$ cat src/rtl/act_pipe_unit.sv
// act_pipe_unit: 2-stage elastic activation pipeline over LANES signed lanes.
// Optional ACT_STAT_EN adds clip_cnt_o, a saturating count of modified lanes.
module act_pipe_unit #(
   parameter int LANES      = 4,
   parameter int DW         = 8,
   parameter int LEAK_SHIFT = 3
) (
   input  logic                  clk,
   input  logic                  rst,
   input  logic [1:0]            mode_i,
   input  logic [DW-1:0]         clip_i,
   input  logic [DW*LANES-1:0]   data_i,
   input  logic                  valid_i,
   output logic                  ready_o,
   output logic [DW*LANES-1:0]   data_o,
   output logic                  valid_o,
`ifdef ACT_STAT_EN
   output logic [31:0]           clip_cnt_o,
`endif
   input  logic                  ready_i
);

   localparam int PW = $clog2(LANES + 1);

   logic                v1_q, v1_d;
   logic                v2_q, v2_d;
   logic [DW*LANES-1:0] d1_q, d1_d;
   logic [DW*LANES-1:0] d2_q, d2_d;
   logic [DW*LANES-1:0] act_y;
   logic [PW-1:0]       mod_cnt;
   logic                in_acc;
   logic                adv;

   assign ready_o = !v1_q || !v2_q || ready_i;
   assign valid_o = v2_q;
   assign data_o  = d2_q;
   assign in_acc  = valid_i && ready_o && !rst;
   assign adv     = v1_q && (!v2_q || ready_i);

   always_comb begin
      logic signed [DW-1:0] x;
      logic signed [DW-1:0] y;
      logic signed [DW:0]   xe;
      logic signed [DW:0]   ce;
      logic                 neg;
      logic                 over;
      act_y   = '0;
      mod_cnt = '0;
      ce      = {1'b0, clip_i};
      for (int c = 0; c < LANES; c++) begin
         x    = data_i[c*DW +: DW];
         neg  = x[DW-1];
         xe   = {x[DW-1], x};
         over = xe > ce;
         unique case (mode_i)
            2'd0: y = x;
            2'd1: y = neg ? '0 : x;
            2'd2: y = neg ? (x >>> LEAK_SHIFT) : x;
            2'd3: y = neg ? '0 : (over ? clip_i : x);
            default: y = x;
         endcase
         act_y[c*DW +: DW] = y;
         // a lane counts as modified if it was negative (modes 1-3) or clamped
         if ((mode_i != 2'd0 && neg) || (mode_i == 2'd3 && over))
            mod_cnt = mod_cnt + {{(PW-1){1'b0}}, 1'b1};
      end
   end

   always_comb begin
      v1_d = v1_q;
      v2_d = v2_q;
      d1_d = d1_q;
      d2_d = d2_q;
      if (adv) begin
         v2_d = 1'b1;
         d2_d = d1_q;
      end else if (v2_q && ready_i) begin
         v2_d = 1'b0;
      end
      if (in_acc) begin
         v1_d = 1'b1;
         d1_d = act_y;
      end else if (adv) begin
         v1_d = 1'b0;
      end
   end

   always_ff @(posedge clk) begin
      if (rst) begin
         v1_q <= 1'b0;
         v2_q <= 1'b0;
         d1_q <= '0;
         d2_q <= '0;
      end else begin
         v1_q <= v1_d;
         v2_q <= v2_d;
         d1_q <= d1_d;
         d2_q <= d2_d;
      end
   end

`ifdef ACT_STAT_EN
   logic [31:0] cnt_q, cnt_d;
   logic [32:0] cnt_sum;

   always_comb begin
      cnt_d   = cnt_q;
      cnt_sum = {1'b0, cnt_q} + {{(33-PW){1'b0}}, mod_cnt};
      if (in_acc)
         cnt_d = cnt_sum[32] ? 32'hFFFF_FFFF : cnt_sum[31:0];
   end

   always_ff @(posedge clk) begin
      if (rst) cnt_q <= '0;
      else     cnt_q <= cnt_d;
   end

   assign clip_cnt_o = cnt_q;
`else
   logic [PW-1:0] mod_cnt_unused;
   assign mod_cnt_unused = mod_cnt;
`endif

endmodule

$ cat config.mk
export PLATFORM = sky130hd
export DESIGN_NAME = act_pipe_unit
export DESIGN_NICKNAME = d
export VERILOG_FILES = /design/src/rtl/act_pipe_unit.sv
export SDC_FILE = /design/constraint.sdc
export NUM_CORES = 1
export LEC_CHECK = 0
export CORE_MARGIN = 3
export CORE_UTILIZATION = 52
export CTS_BUF_LIST = sky130_fd_sc_hd__clkbuf_4 sky130_fd_sc_hd__clkbuf_8 sky130_fd_sc_hd__clkbuf_16
export DETAILED_ROUTE_END_ITERATION = 12
export GPL_ROUTABILITY_DRIVEN = 0
export GPL_TIMING_DRIVEN = 0
export PLACE_DENSITY = 0.77
export SETUP_SLACK_MARGIN = 0.05
export SYNTH_ARGS = -nofsm -noshare
export SYNTH_HDL_FRONTEND = slang
export SYNTH_SLANG_ARGS = --single-unit
$ cat constraint.sdc
create_clock -name clk -period 2.3 [get_ports clk]
set_clock_uncertainty 0.2 [all_clocks]
set_input_delay 0.46 -clock clk [delete_from_list [all_inputs] [get_ports clk]]
set_output_delay 0.46 -clock clk [all_outputs]
set_load 0.01 [all_outputs]
==> key figures <==
Synth
  • Yosys warns: 0
  • Mapped Cells: 475
  • Syn avg cell area: 8.51 um2
  • Ys flop type: dfxtp_1
  • Post-synth EDFFs: 0
  • Synth cell types: 39
  • Ys async rst share: 0%
  • Sequential share of the synthesized area: 32.7%
  • Seq cells post-synth: 66
  • Mapped cell area: 4040 um2
  • Syn Nets: 557

Timing
  • Fin crit period: 2.19 ns
  • Pins Over Slew Limit: 0
  • Final worst setup slack: 0.108 ns
  • RSZ-0062 raised after global routing: yes
  • Max Clock Freq: 456 MHz
  • Hold_ws: 0.254 ns
  • Setup violators final: 0
  • Rel. slew slack: 61.3%
  • Final clock period utilization by the worst path: 95.3%
  • Hold Violations, Final: 0
  • Setup TNS: 0 ns
  • Actual slew at the worst max-slew pin: 0.575 ns

Detailed routing
  • Detailed-route DRC error count: 0
  • Drt total wl: 11.4 mm
  • DR WL/cell: 16.8 um
  • Initial DRC count: 355
  • First-pass DRT Iterations: 6
  • Vias per cell: 5.75
  • Vias post-DR: 3909
  • Antenna viol nets, final: 0

Worst setup path
  • Reg2reg start: valid_o
  • Critical path endpoint: d1_q[26]
  • Worst r2r path cells: 5
  • Arr. time, crit path: 2.20 ns
  • CP Max Fanout: 8
  • Crit path depth: 9
  • Worst path bufs/invs: 3
  • R2R Setup Slk: 0.45 ns
  • Cell Chain, Critical Path: clkdlybuf4s15_2 -> inv_1 -> ha_1 -> a21oi_2 -> o21bai_1 -> o211ai_4 -> buf_12 -> mux2i_4 -> o21ai_1
  • Data required, critical path: 2.31 ns
  • Setup CP Type: in -> reg
  • CP endpoint kind: flop
  • Worst Setup SP: clip_i[6]
  • CP top delay family: buffers and inverters
  • Reg2reg end: d1_q[6]
  • CP peak stage delay: 0.36 ns
  • Startpoint Class: input port
  • Max stage delay cell, worst path: ha_1

Finish
  • Layout cell share with drive strength beyond 1: 16.7%
  • # diodes: 0
  • Nets@finish: 659
  • Fillers: 554
  • Storage element area: 1320 um2
  • Final Cell Area: 5420 um2
  • Area Overhead vs Synth: 33.9%
  • Final std cells w/o fill: 680
  • Multi-input logic area: 2650 um2

CTS
  • Clock buffer count from CTS: 9
  • Clock tree buffer depth: 2
  • TritonCTS sink count: 66
  • CTS clock-pin slew for the worst setup and hold paths: 0.07 ns
  • Clock Tree Root: clkbuf_8
  • CTS tree: yes
  • Clk_lat worst skew: 0.33 ns
  • H-tree depth: 3

Global route
  • Global Route Usage Sum: 26.1%
  • Initial antenna violation count: 0
  • First-pass GRT wire length: 18.2 mm
  • Total gr overflow: 0
  • Largest net degree at the start of global routing: 11
  • Vias in the first global route: 3753

Die
  • I/O Pins: 80
  • # rows: 31
  • Height of the die: 94.2 um
  • Core ar.: 7410 um2
  • Die area: 8870 um2
  • Die W: 94.2 um
  • Initial Util: 54.6%

Run status
  • Status: complete, no violations

Job
  • Max_cap viols: 0

Place
  • Post-DP HPWL: 8.84 mm
  • Input/output buffers: 78
  • Placed cell area: 4950 um2
  • Pre-CTS WS: -0.791 ns
  • Placed Cells: 652

Power
  • Leakage: 2.30 nW
  • PwrDens: 516 nW/um2
  • Peak supply drop: 209 uV

Worst hold path
  • Min-Delay Path Class: reg -> reg
[tightest hold or removal path: cells and delay by family, from the launching register on]
family | cells | cell delay [ns]
flip-flops | 1 | 0.31
AO/OA/AOI/OAI | 1 | 0.05
AND/OR/NAND/NOR | 1 | 0.05
[cell families (layout without fill, tap and decap cells)]
family                   after synthesis  after routing  synth area share, %
AO/OA/AOI/OAI                        177            177                 30.6
adder cells (fa/ha/maj)               36             36                 11.1
buffers and inverters                 46            152                 5.29
flip-flops                            66             66                 32.7
multiplexers                          28             28                 6.93
AND/OR/NAND/NOR                      122            122                 13.4
[final cells by class]
| class | count | share of cell area, % |
|---|---|---|
| Clock buffer | 13 | 3.07 |
| Sequential cell | 66 | 24.4 |
| Tap cell | 99 | 2.29 |
| Timing Repair Buffer | 91 | 16.9 |
| Buffer | 26 | 2.73 |
| Clock inverter | 2 | 0.231 |
| Multi-Input combinational cell | 363 | 48.9 |
| Inverter | 20 | 1.43 |
[worst min-delay path by stage]
stage / start / end / slack, ns / cells after the start
floorplan: d1_q[15] / data_o[15] / 0.23 / 2
global placement: data_o[5] / data_o[5] / 0.24 / 2
detailed placement: d1_q[8] / data_o[8] / 0.25 / 2
CTS: d1_q[8] / data_o[8] / 0.26 / 2
global route: data_o[2] / data_o[2] / 0.27 / 2
finish: d1_q[8] / data_o[8] / 0.25 / 2
[Yosys cell counts, types with 8 or more instances]
cell type  number  share of area [%]
nand2_1        83                7.7
dfxtp_1        66                 33
a21oi_1        54                6.7
ha_1           36                 11
a22oi_1        28                5.2
mux2i_1        28                6.9
o21ai_1        28                3.5
inv_1          20                1.9
o21ai_0        19                2.4
a22o_1         16                3.5
nor2_1         12                1.1
clkbuf_1       11                1.0
buf_2           8               0.99
[state kept, by name, indices dropped and copies added (netlist names)]
| name | flops |
|---|---|
| valid_o | 1 |
| d1_q | 32 |
| v1_q | 1 |
| data_o | 32 |
[report_power, final]
| part | internal [W] | total, W | switching [W] |
|---|---|---|---|
| combinational | 0.000322 | 0.000697 | 0.000375 |
| sequential | 0.00120 | 0.00123 | 0.0000337 |
| clock | 0.000467 | 0.000866 | 0.000400 |
| total | 0.00199 | 0.00280 | 0.000808 |
[timing repair]
item,in CTS,in global routing
gates cloned,0,0
hold buffers,0,0
buffers inserted,11,2
pin swaps,9,6
resized for setup,50,42
endpoints found under the setup margin,33,32
[routing by layer]
metal	GRT usage (%)	wire length [um]	up-vias
met5	0	0	-
met4	11.0	306	0
met3	3.04	717	27
met2	42.4	5200	181
met1	35.0	5190	1758
li1	-	-	1943
[per-stage QoR]
| stage | utilization (%) | power, W |
|---|---|---|
| floorplan | - | 0.00164 |
| global placement | 66.8 | 0.00186 |
| detailed placement | 66.8 | 0.00188 |
| CTS | 71.7 | 0.00278 |
| global route | 73.1 | 0.00293 |
| finish | 73.1 | 0.00280 |
[cells in the final DEF (no fill, tap or decap), drive strengths merged, types with 16 or more instances in the layout]
master and count:
ha 36, a22oi 28, buf 31, o21ai 47
inv 20, clkdlybuf4s50 40, nand2 83, a22o 16
a21oi 54, dlygate4sd2 16, clkbuf 27, dfxtp 66
mux2i 28
(Power assumes the default switching activity.)
